[config.mk]
export PLATFORM = sky130hd
export DESIGN_NAME = part3_mac_pipe
export DESIGN_NICKNAME = d
export VERILOG_FILES = /design/src/rtl/part3_mac_pipe.sv
export SDC_FILE = /design/constraint.sdc
export NUM_CORES = 1
export LEC_CHECK = 0
export ABC_AREA = 0
export BUFFER_PORTS_ARGS = -buffer_cell sky130_fd_sc_hd__buf_4
export CORE_ASPECT_RATIO = 1.4
export CORE_MARGIN = 1.5
export CORE_UTILIZATION = 60
export DETAILED_ROUTE_END_ITERATION = 10
export PLACE_DENSITY = 0.8
export RECOVER_POWER = 50
export SYNTH_ARGS = -nofsm -noshare
export SYNTH_HDL_FRONTEND = slang
export SYNTH_SLANG_ARGS = --single-unit
[constraint.sdc]
create_clock -name clk -period 15.3 [get_ports clk]
set_input_delay 3.06 -clock clk [delete_from_list [all_inputs] [get_ports clk]]
set_output_delay 3.06 -clock clk [all_outputs]
set_load 0.05 [all_outputs]
[src/rtl/part3_mac_pipe.sv]
// Pipelined signed multiply-accumulate with per-sample clear and overflow reporting.
// Define PART3_MAC_SATURATE_EN to clamp f on overflow instead of wrapping.
module part3_mac_pipe #(
    parameter int unsigned WIDTH       = 8,
    parameter int unsigned ACC_WIDTH   = 16,
    parameter int unsigned PIPE_STAGES = 0
) (
    input  logic                        clk,
    input  logic                        reset,
    input  logic signed [WIDTH-1:0]     a,
    input  logic signed [WIDTH-1:0]     b,
    input  logic                        valid_in,
    input  logic                        clear_acc,
    output logic signed [ACC_WIDTH-1:0] f,
    output logic                        valid_out,
    output logic                        overflow
);

    localparam int unsigned PW = 2 * WIDTH;
    localparam logic signed [ACC_WIDTH-1:0] MaxVal = {1'b0, {(ACC_WIDTH-1){1'b1}}};
    localparam logic signed [ACC_WIDTH-1:0] MinVal = {1'b1, {(ACC_WIDTH-1){1'b0}}};

    if (WIDTH < 2) begin : g_bad_width
        $error("part3_mac_pipe: WIDTH must be at least 2");
    end
    if (ACC_WIDTH < 2 * WIDTH) begin : g_bad_acc
        $error("part3_mac_pipe: ACC_WIDTH must be at least 2*WIDTH");
    end
    if (PIPE_STAGES > 4) begin : g_bad_pipe
        $error("part3_mac_pipe: PIPE_STAGES must be in 0..4");
    end

    // Input stage
    logic signed [WIDTH-1:0] a_q, b_q;
    logic                    clr0_q, v0_q;

    always_ff @(posedge clk) begin
        if (reset) begin
            a_q    <= '0;
            b_q    <= '0;
            clr0_q <= 1'b0;
            v0_q   <= 1'b0;
        end else begin
            v0_q <= valid_in;
            if (valid_in) begin
                a_q    <= a;
                b_q    <= b;
                clr0_q <= clear_acc;
            end
        end
    end

    logic signed [PW-1:0] prod;
    assign prod = PW'(a_q) * PW'(b_q);

    // Final-stage product, valid and clear after the optional register chain
    logic signed [PW-1:0] fin_p;
    logic                 fin_v, fin_c;

    if (PIPE_STAGES == 0) begin : g_no_pipe
        assign fin_p = prod;
        assign fin_v = v0_q;
        assign fin_c = clr0_q;
    end else begin : g_pipe
        logic signed [PW-1:0]   p_q [PIPE_STAGES];
        logic [PIPE_STAGES-1:0] v_q, c_q;

        always_ff @(posedge clk) begin
            if (reset) begin
                for (int i = 0; i < int'(PIPE_STAGES); i++) begin
                    p_q[i] <= '0;
                end
                v_q <= '0;
                c_q <= '0;
            end else begin
                p_q[0] <= prod;
                v_q[0] <= v0_q;
                c_q[0] <= clr0_q;
                for (int i = 1; i < int'(PIPE_STAGES); i++) begin
                    p_q[i] <= p_q[i-1];
                    v_q[i] <= v_q[i-1];
                    c_q[i] <= c_q[i-1];
                end
            end
        end

        assign fin_p = p_q[PIPE_STAGES-1];
        assign fin_v = v_q[PIPE_STAGES-1];
        assign fin_c = c_q[PIPE_STAGES-1];
    end

    // Accumulator
    logic signed [ACC_WIDTH-1:0] f_q, f_d;
    logic                        vout_q, ovf_q, ovf_d;
    logic signed [ACC_WIDTH-1:0] p_ext;
    logic signed [ACC_WIDTH:0]   sum;
    logic                        sum_ovf;

    assign p_ext   = ACC_WIDTH'(fin_p);
    assign sum     = (ACC_WIDTH+1)'(f_q) + (ACC_WIDTH+1)'(p_ext);
    // Top two bits disagree when the true sum does not fit in ACC_WIDTH
    assign sum_ovf = sum[ACC_WIDTH] ^ sum[ACC_WIDTH-1];

    always_comb begin
        f_d   = f_q;
        ovf_d = 1'b0;
        if (fin_v) begin
            if (fin_c) begin
                f_d = p_ext;
            end else begin
                ovf_d = sum_ovf;
                f_d   = sum[ACC_WIDTH-1:0];
`ifdef PART3_MAC_SATURATE_EN
                if (sum_ovf) begin
                    f_d = sum[ACC_WIDTH] ? MinVal : MaxVal;
                end
`else
                if (sum_ovf && 1'b0) begin
                    f_d = sum[ACC_WIDTH] ? MinVal : MaxVal;
                end
`endif
            end
        end
    end

    always_ff @(posedge clk) begin
        if (reset) begin
            f_q    <= '0;
            vout_q <= 1'b0;
            ovf_q  <= 1'b0;
        end else begin
            f_q    <= f_d;
            vout_q <= fin_v;
            ovf_q  <= ovf_d;
        end
    end

    assign f         = f_q;
    assign valid_out = vout_q;
    assign overflow  = ovf_q;

endmodule

---- After elaboration in Yosys (flattened, before gate mapping) ----
Index checks and enable logic that the tools add are counted.
operators by class
  add/subtract/negate cells ............... 1
  multiply operators ...................... 1
  mux-type cells .......................... 1
  bitwise gates (word level) .............. 2
  reductions and logical operators ........ 1
operator list
  kind                        count
  adder 16 x 16 -> 17 bit     1
  multiplier 8 x 8 -> 16 bit  1
  2-to-1 mux 16 bit           1
  OR reduction 3 bit          1
  NOT 1 bit                   1
  XOR 1 bit                   1
storage, ports and cells
  register bits ........................... 36
  input bits .............................. 20
  output and inout port bits .............. 18
  logic and storage cells ................. 13

---- Logic depth before layout (Yosys ltp) ----
Gate-level depths: netlist of the first run.
  depth in word-level cells ............... 3
  gate-level depth with buffers ........... 24
  gate-level depth less buffers ........... 24

---- Worst setup path before layout of the first run ----
No wires, ideal clock.
  path type ............................... register to register
  from .................................... reg b_q[7]
  to ...................................... reg ovf_q, in the netlist overflow
  library setup time ...................... 130 ps
  arrival time ............................ 5,100 ps
  data required time ...................... 15,170 ps
  setup slack ............................. 10,070 ps
  cell stages (with the launch flop) ...... 21
  path buffers ............................ 0
  period minus slack after synthesis ...... 5,230 ps
  path through ............................ dfxtp_1 > nor2b_1 > fa_1 > fa_1 > fa_1 > inv_1 > fa_1 > inv_1 > ha_1 > o21a_1 > o21ai_0 > o21bai_1 > xor2_1 > ha_1 > or3_1 > nand3b_1 > o22ai_2 > o31ai_2 > a31oi_2 > xor2_1 > nor3_2
on the way
  word-level cells in the longest chain between the ends .. 3
RTL lines
  element                     RTL line  text
  start: declaration          34        logic signed [WIDTH-1:0] a_q, b_q;
  start signal: assignment    40        b_q <= '0;
  start signal: assignment    47        b_q <= b;
  multiplier 8 x 8 -> 16 bit  54        assign prod = PW'(a_q) * PW'(b_q);
  adder 16 x 16 -> 17 bit     100       assign sum = (ACC_WIDTH+1)'(f_q) + (ACC_WIDTH+1)'(p_ext);
  XOR 1 bit                   102       assign sum_ovf = sum[ACC_WIDTH] ^ sum[ACC_WIDTH-1];
  end signal: assignment      134       ovf_q <= ovf_d;
  end: declaration            94        logic vout_q, ovf_q, ovf_d;
Every way passes these cells.
A chain may end at the register's enable or synchronous reset.

---- Final worst setup path of the first run ----
Ends and elaborated chain as after synthesis.

==> results of run 1 <==
-- registers in the layout, indices dropped and copies added (netlist names) --
name       count
f             16
a_q            8
b_q            8
clr0_q         1
fin_v          1
overflow       1
valid_out      1
-- layer usage --
layer | global-route usage [%] | wire length (um) | vias up
met5 | 0 | 0 | -
met4 | 7.40 | 148 | 0
met3 | 2.55 | 257 | 17
li1 | - | - | 1752
met2 | 45.9 | 5060 | 76
met1 | 28.3 | 4010 | 1759
-- cells in the final DEF, fill, tap and decap left out, types with 4 or more instances in the layout --
cell      synthesis  routed
inv_1            95      95
clkbuf_1          6       4
xor2_1           11      11
mux2i_1          22      22
and2_1           46      46
o31ai_1           4       4
buf_4             0      34
nand2_1          29      29
o21a_1            4       4
a21oi_1          15      15
a31oi_1           4       4
nand3_1           6       6
a211oi_1          4       4
ha_1             46      46
nor2b_1           7       7
o211ai_1          4       4
nor3_1            6       6
clkbuf_8          0       5
o21ai_0          16      16
fa_1             56      56
a21o_1           10      10
xnor2_1          18      18
nor2_1           39      39
o21bai_1          4       4
dfxtp_1          36      36
-- final cells by class --
| class | instances | share of cell area, % |
|---|---|---|
| inverters | 96 | 7.11 |
| multi-input cells | 378 | 68.7 |
| repair buffers | 38 | 5.33 |
| flip-flops and latches | 36 | 14.2 |
| well taps | 97 | 2.39 |
| clock inverters | 3 | 0.913 |
| clock buffers | 5 | 1.36 |
-- how the worst min path moves through the flow --
stage | end | slack, ns | depth (start not counted)
after floorplan | overflow$_SDFF_PP0_ | 0.52 | 2
after global placement | f[12]$_SDFFE_PP0P_ | 0.48 | 2
after detailed placement | f[3]$_SDFFE_PP0P_ | 0.49 | 2
after CTS | f[3]$_SDFFE_PP0P_ | 0.50 | 2
after global routing | f[3]$_SDFFE_PP0P_ | 0.52 | 2
final | f[3]$_SDFFE_PP0P_ | 0.50 | 2
-- cell families after synthesis --
family,after synthesis,share of synthesized area (%)
AND/OR/NAND/NOR,143,15.5
buffers and inverters,108,8.87
adder cells (fa/ha/maj),102,36.8
AO/OA/AOI/OAI,81,12.6
flip-flops,36,15.6
XOR/XNOR,29,5.51
multiplexers,23,5.02
-- synthesized netlist by cell type (all sizes together), types with 3 or more instances --
library cell,number
xnor2,18
a31oi,6
fa,56
and2,46
o21bai,4
nor2,39
o21ai,18
mux2i,22
nand2,29
clkbuf,6
a21oi,16
o31ai,5
xor2,11
nor2b,7
o211ai,4
nor3,7
buf,6
a311oi,3
ha,46
a211oi,4
inv,95
dfxtp,36
o21a,4
a21o,10
nand3,6
-- where the power goes --
part           switching, mW  internal, mW  total (mW)
registers             0.0105         0.100       0.111
clock network         0.0425        0.0492      0.0917
logic                 0.0870        0.0595       0.146
-- worst min-delay path, cell delays in order, from the launching register on --
cell	delay [ns]
dfxtp_1	0.33
nor2_1	0.09
nor3_1	0.04
==> flow_summary.toml, run 1 <==
[timing]
rsz0062_at_grt = "false"
fin_ws_ns = 9.51
fin_crit_ns = 5.79
setup_violations = 0
drv_slew = 37
fin_hold_ws_ns = 0.500
finalClockSkew_ns = 0.00838
slew_headroom_pct = -8.93
timing.fmax_mhz = 173
hold_viol = 0
tns_ns = 0
worst_pin_slew_ns = 1.63
period_share_pct = 37.9

[floorplanning]
initial_core_util_pct = 62.3
dieArea_um2 = 8230
num_io_pins = 38
die_w_um = 77.1
die_y_um = 107
rows = 37
coreArea_um2 = 7410

[drt]
vias_per_cell = 5.52
dr.pass1.iters = 4
drt-total-wl_um = 9470
first_iter_violations = 125
vias = 3604
wire_per_inst_um = 14.5
drc = 0
antenna_left = 0

[setup_path]
critPathLaunchType = "flop"
crit_family = "adder cells"
critical-path-max-stage-delay_ns = 0.58
endpoint = "overflow$_SDFF_PP0_"
cp-end-kind = "flop"
r2r_start = "b_q[7]$_SDFFE_PP0P_"
path_buf_inv = 3
critPathKind = "flop to flop"
crit_chain = "nand2b_1 > fa_1 > fa_1 > inv_1 > fa_1 > inv_1 > fa_1 > inv_1 > ha_1 > a21o_1 > a21oi_1 > o21bai_1 > xor2_1 > ha_1 > or3_1 > nand3b_1 > o22ai_2 > o31ai_2 > a31oi_2 > xor2_1 > nor3_2"
crit_cells = 21
crit_top_cell = "fa_1"
cp_max_fo = 10
reg2reg_depth = 21
slowest_stage = "dfxtp_1"
regToRegSetupSlack_ns = 9.51
required_ns = 15.43
critPathLaunch = "b_q[7]$_SDFFE_PP0P_"
r2r_end = "overflow$_SDFF_PP0_"
crit_arrival_ns = 5.92

[logic_synthesis]
ys_warn_count = 0
synth_area_leader_cell = "fa_1"
ys_ff_latch = 36
synthArstFlopShare_pct = 0
syn_area_um2 = 4610
synthFlopType = "dfxtp_1"
synth_top_area_share_pct = 24.3
syn_avg_cell_area_um2 = 8.84
yosysUniqueCellTypes = 46
syn_inst = 522
ys_seq_area_share_pct = 15.6
yosys-top-cells-area = "fa_1 (24%), dfxtp_1 (16%), ha_1 (12%)"
synth_fp_nets = 644
synth-edff-count = 0

[grt]
grt_max_degree = 37
grt_first_pass_wirelength_um = 16200
grt_antenna_before_repair = 0
first_global_vias = 3685
overflow = 0
grt_use_total_pct = 24.2

[final_layout]
drive_gt1_share_pct = 9.17
regArea_um2 = 721
final_cells = 653
area_growth_pct = 9.93
fin_util_pct = 68.4
num-nets-final = 677
design_area_um2 = 5070
multi_input_area_um2 = 3480
diodes = 0
n_fill_cell = 616

[run]
maxCapViolCount = 1

[power]
powerDensity_nw_per_um2 = 68.8
finalPower_mw = 0.349
leakage_nw = 2.55
peakVddDrop_mv = 0.0491

[clocking]
clock_latency_ns = 0.30
clkTransAtPathRegs_ns = 0.09
post-cts-setup-buffer-count = 0
cts_resized = 0
clkSinkCount = 36
clockBufferDepth = 2
numCtsBuffers = 5
root_buffer = "clkbuf_8"
h-tree-depth = 2
cts_tree = "yes"
hold_buffers = 0

[placement]
gp_congestion = 0.887
placed_area_um2 = 4970
dpl_worst_slack_ns = 9.58
placement.io_buffers = 37
dp.cells = 645
dp_hpwl_um = 7620

[outcome]
status = "finished, violations left"
failed_checks = "max-capacitance violations, max-slew violations"

[hold_path]
hold_path.class = "flop to flop"
min_from = "f[3]$_SDFFE_PP0P_"
Power figures use the tool's default switching activity.
==> run 2: changes to the inputs <==
- ABC_AREA: 0 -> 1
- clock period: 15.3 -> 5.4 ns (I/O delays scaled with it)
==> flow_summary.toml, run 2 <==
[clocking]
cts_tree = "yes"
clockBufferDepth = 2
clkSinkCount = 36
clkTransAtPathRegs_ns = 0.06
numCtsBuffers = 5
h-tree-depth = 2
hold_buffers = 0
root_buffer = "clkbuf_16"
clock_latency_ns = 0.29

[power]
power.switching_mw = 0.699
swShare_pct = 46.5
internal_power_mw = 0.805
power_frac_comb_pct = 58.9
powerDensity_nw_per_um2 = 259
pwr-share-seq_pct = 21.6
peakVddDrop_mv = 0.210
leakage_nw = 3.36
power_frac_clock_pct = 19.5

[placement]
placement.io_buffers = 37
dpl_worst_slack_ns = -0.0846
dp_hpwl_um = 9720
gp_congestion = 0.967
dp.cells = 878
placed_area_um2 = 5440

[logic_synthesis]
yosys-top-cells-area = "fa_1 (22%), dfxtp_1 (14%), inv_1 (14%)"
synthFlopType = "dfxtp_1"
synthTopCellsByCount = "inv_1 (191), nand2_1 (179), nor2_1 (58), fa_1 (56), ha_1 (46)"
syn_area_um2 = 5030
ys_ff_latch = 36
yosysUniqueCellTypes = 31
synthArstFlopShare_pct = 0
syn_avg_cell_area_um2 = 6.70
ys_seq_area_share_pct = 14.3
synth_fp_nets = 873
ys_warn_count = 0
synth_area_leader_cell = "fa_1"
synth-edff-count = 0
syn_inst = 751
synth_top_area_share_pct = 22.3
yosysMostFrequentCell = "inv_1"

[floorplanning]
coreArea_um2 = 8150
die_w_um = 80.4
dieArea_um2 = 8960
die_y_um = 111
initial_core_util_pct = 61.8
num_io_pins = 38
rows = 39

[grt]
grt_max_degree = 29
grt_first_pass_wirelength_um = 20200
overflow = 0
grt_use_total_pct = 28.9
first_global_vias = 4577
grt_antenna_before_repair = 0

[timing]
drv_slew = 0
finalClockSkew_ns = 0.00419
rsz0062_at_grt = "true"
tns_ns = 0
worst_pin_slew_ns = 0.884
period_share_pct = 95.6
timing.fmax_mhz = 194
fin_ws_ns = 0.235
slew_headroom_pct = 41.0
fin_crit_ns = 5.16
hold_viol = 0
setup_violations = 0

[final_layout]
layout_commonest_cell = "inv_1"
regArea_um2 = 747
diodes = 0
num-nets-final = 911
final_cells = 892
n_fill_cell = 716
design_area_um2 = 5800
area_growth_pct = 15.2
drive_gt1_share_pct = 15.3
layout_common_cells = "inv_1 (186), nand2_1 (171), fa_1 (56)"
largest_reg_flops = 16
multi_input_area_um2 = 3670
fin_util_pct = 71.2

[drt]
wire_per_inst_um = 13.9
vias = 4596
drc = 0
antenna_left = 0
vias_per_cell = 5.15
drt-total-wl_um = 12400
first_iter_violations = 226
dr.pass1.iters = 5

[setup_path]
critPathLaunchType = "flop"
cp-end-kind = "flop"
crit_arrival_ns = 5.39
critPathKind = "flop to flop"
required_ns = 5.63
cp_max_fo = 5

[run]
maxCapViolCount = 0

[hold_path]
hold_path.class = "flop to flop"

[outcome]
status = "finished clean"
run 2: cell types whose count changed after synthesis, moves of 8 or more:
cell / previous run / this run
inv_1: 95 / 191
mux2i_1: 22 / 0
clkbuf_1: 6 / 23
a21oi_1: 15 / 39
nor2_1: 39 / 58
o21ai_0: 16 / 39
nand3_1: 6 / 40
a21o_1: 10 / 2
nand2_1: 29 / 179
and2_1: 46 / 2
xnor2_1: 18 / 2
run 2: path summary, 6_finish.rpt:
kind | start | endpoint | slack, ns | depth (start not counted)
worst min-delay path | f[5]$_SDFFE_PP0P_ | f[5]$_SDFFE_PP0P_ | 0.49 | 2
worst max-delay path | b_q[7]$_SDFFE_PP0P_ | f[14]$_SDFFE_PP0P_ | 0.24 | 27
worst max register to register | b_q[7]$_SDFFE_PP0P_ | f[14]$_SDFFE_PP0P_ | 0.24 | 27
worst min register to register | f[5]$_SDFFE_PP0P_ | f[5]$_SDFFE_PP0P_ | 0.49 | 2
run 2: timing repair:
item	in CTS	in global routing
gates resized for setup	5	54
endpoints found under the setup margin	3	6
buffers inserted	0	6
pin swaps	1	17
run 2: metrics by stage:
step / power [mW] / hold slack, ns
floorplan: 0.915 / 0.548
global placement: 1.09 / 0.479
detailed placement: 1.11 / 0.483
CTS: 1.43 / 0.493
global route: 1.64 / 0.513
finish: 1.50 / 0.491
run 2: layout make-up:
| type | count | share of cell area (%) |
|---|---|---|
| Multi-Input combinational cell | 495 | 63.3 |
| Clock buffer | 5 | 2.16 |
| Timing Repair Buffer | 58 | 6.67 |
| Inverter | 193 | 12.5 |
| Sequential cell | 36 | 12.9 |
| Clock inverter | 3 | 0.324 |
| Tap cell | 102 | 2.20 |
run 2: kinds of logic after synthesis:
group           after synthesis  synth area share (%)
flops                        36                  14.3
compound gates               89                  9.40
buf+inv                     220                  16.6
xor+xnor                      7                  1.37
simple gates                297                  24.6
fa+ha+maj                   102                  33.7
run 2: layer usage:
metal	global-route usage [%]	wire length (um)	share of wire, %
met3	3.20	464	3.8
met5	0	0	0
met4	12.4	462	3.7
met1	32.3	4690	38
met2	53.7	6740	55
run 2: power groups by stage:
stage / sequential, mW / clock, mW / combinational, mW
2_1_floorplan: 0.349 / 0 / 0.566
3_3_place_gp: 0.327 / 0 / 0.766
3_5_place_dp: 0.327 / 0 / 0.781
4_1_cts: 0.323 / 0.299 / 0.805
5_1_grt: 0.327 / 0.311 / 1.00
6_report: 0.325 / 0.294 / 0.885
run 2: worst max-delay path, cell delays in order, from the launching register on:
cell and delay (ns):
dfxtp_2 0.34, inv_2 0.05, or2_2 0.28, fa_1 0.48, fa_1 0.56, inv_1 0.06, fa_1 0.50, inv_1 0.07
fa_1 0.54, inv_1 0.06, ha_4 0.25, nand2_1 0.06, nand2_1 0.06, a31o_2 0.22, or2_2 0.28, nand2_1 0.07
inv_1 0.06, ha_4 0.29, nand2_1 0.08, inv_2 0.08, nand2_1 0.06, a21oi_2 0.18, nor2_1 0.09, nand2_2 0.07
nand2_1 0.05, nand3_1 0.06, nand3_1 0.08, a21oi_1 0.14
==> run 3: changes to the inputs <==
- CORE_MARGIN: 1.5 -> 2
- CORE_UTILIZATION: 60 -> 56
- PLACE_DENSITY: 0.8 -> 0.78
- clock period: 5.4 -> 4.7 ns (I/O delays scaled with it)
==> flow_summary.toml, run 3 (synthesis gave the netlist of run 2 again) <==
[clocking]
clock_latency_ns = 0.29
root_buffer = "clkbuf_16"
hold_buffers = 0
numCtsBuffers = 5
clkTransAtPathRegs_ns = 0.06
clockBufferDepth = 2
clkSinkCount = 36
h-tree-depth = 2
cts_tree = "yes"

[drt]
vias = 5129
antenna_left = 0
drc = 0
first_iter_violations = 196
drt-total-wl_um = 14900
dr.pass1.iters = 5
wire_per_inst_um = 15.4
vias_per_cell = 5.31

[hold_path]
hold_path.class = "flop to flop"
min_from = "f[5]$_SDFFE_PP0P_"
hold_path_end = "f[5]$_SDFFE_PP0P_"
holdPathStages = 2

[power]
pwr-share-seq_pct = 16.3
internal_power_mw = 1.28
swShare_pct = 44.7
power.switching_mw = 1.03
power_frac_comb_pct = 66.7
powerDensity_nw_per_um2 = 333
peakVddDrop_mv = 0.347
power_frac_clock_pct = 17.1
leakage_nw = 3.83
finalPower_mw = 2.31

[setup_path]
required_ns = 4.88
r2r_end = "f[15]$_SDFFE_PP0P_"
critical-path-max-stage-delay_ns = 0.55
crit_arrival_ns = 5.28
critPathLaunchType = "flop"
cp-end-kind = "flop"
crit_top_cell = "nand2_2"
critPathKind = "flop to flop"
reg2reg_depth = 28
cp_max_fo = 7
slowest_stage = "fa_1"
regToRegSetupSlack_ns = -0.40
r2r_start = "b_q[4]$_SDFFE_PP0P_"

[timing]
setup_violations = 8
worst_pin_slew_ns = 0.927
fin_crit_ns = 5.10
finalClockSkew_ns = 0.00854
drv_slew = 0
rsz0062_at_grt = "true"
timing.fmax_mhz = 196
period_share_pct = 109
fin_ws_ns = -0.400
hold_viol = 0
slew_headroom_pct = 38.1

[final_layout]
drive_gt1_share_pct = 33.7
layout_commonest_cell = "inv_1"
area_growth_pct = 37.8
num-nets-final = 982
largest_reg_flops = 16
final_cells = 966
design_area_um2 = 6940
diodes = 0
fin_util_pct = 80.1
layout_common_cells = "inv_1 (164), nand2_1 (132), buf_4 (103)"

[floorplanning]
die_w_um = 84.1
num_io_pins = 38
rows = 40
die_y_um = 116
coreArea_um2 = 8660
initial_core_util_pct = 58.1
dieArea_um2 = 9770

[grt]
grt_max_degree = 29
overflow = 0
grt_first_pass_wirelength_um = 22700
grt_antenna_before_repair = 0
first_global_vias = 5132
grt_use_total_pct = 28.9

[placement]
dp.cells = 932
dp_hpwl_um = 10400
gp_congestion = 0.919
placement.io_buffers = 37
dpl_worst_slack_ns = -0.493
placed_area_um2 = 6000

[outcome]
status = "finished, violations left"
failed_checks = "negative setup slack"

[run]
maxCapViolCount = 0
[run 3: cell type report]
class	count	area, um2
tap	105	131
inverter	193	729
multi-input combinational	495	4190
clock buffer	5	125
sequential	36	767
fill	544	1720
timing repair buffer	129	953
clock inverter	3	42.5
[run 3: routing by layer]
layer | vias up | global-route usage [%] | wire, um
li1 | 2457 | - | -
met1 | 2449 | 30.5 | 5350
met2 | 168 | 56.4 | 8330
met3 | 55 | 2.83 | 521
met4 | 0 | 15.3 | 725
met5 | - | 0 | 0
[run 3: stage by stage]
step           hold slack [ns]  setup TNS [ns]
2_1_floorplan            0.512               0
3_3_place_gp             0.485           -2.39
3_5_place_dp             0.493           -3.19
4_1_cts                  0.506           -1.43
5_1_grt                  0.558           -3.74
6_report                 0.517           -2.27
[run 3: worst max-delay path by stage]
| stage | from | endpoint | slack [ns] | cells past startpoint |
|---|---|---|---|---|
| after CTS | a_q[7]$_SDFFE_PP0P_ | f[15]$_SDFFE_PP0P_ | -0.27 | 28 |
| after floorplan | a_q[7]$_SDFFE_PP0P_ | f[15]$_SDFFE_PP0P_ | 0.005 | 32 |
| after detailed placement | b_q[4]$_SDFFE_PP0P_ | f[13]$_SDFFE_PP0P_ | -0.49 | 27 |
| after global routing | a_q[7]$_SDFFE_PP0P_ | f[15]$_SDFFE_PP0P_ | -0.59 | 25 |
| after global placement | b_q[4]$_SDFFE_PP0P_ | f[13]$_SDFFE_PP0P_ | -0.42 | 27 |
| final | b_q[4]$_SDFFE_PP0P_ | f[15]$_SDFFE_PP0P_ | -0.40 | 28 |
[run 3: what timing repair did]
| item | 4_1_cts | 5_1_grt |
|---|---|---|
| buffers inserted | 18 | 9 |
| setup endpoints to repair | 10 | 10 |
| pin swaps | 35 | 70 |
| cloned | 0 | 0 |
| resized for setup | 54 | 116 |
[run 3: power groups by stage]
stage | Combinational [mW] | Sequential (mW) | Clock [mW]
2_1_floorplan | 0.760 | 0.403 | 0
3_3_place_gp | 1.12 | 0.376 | 0
3_5_place_dp | 1.14 | 0.377 | 0
4_1_cts | 1.33 | 0.375 | 0.403
5_1_grt | 1.68 | 0.379 | 0.408
6_report | 1.54 | 0.376 | 0.395
[run 3: critical path: cells and delay by family, from the launching register on]
| family | cells | cell delay [ns] |
|---|---|---|
| buf+inv | 8 | 0.49 |
| xor+xnor | 1 | 0.19 |
| simple gates | 12 | 1.07 |
| fa+ha+maj | 6 | 2.66 |
| compound gates | 1 | 0.17 |
| flops | 1 | 0.39 |
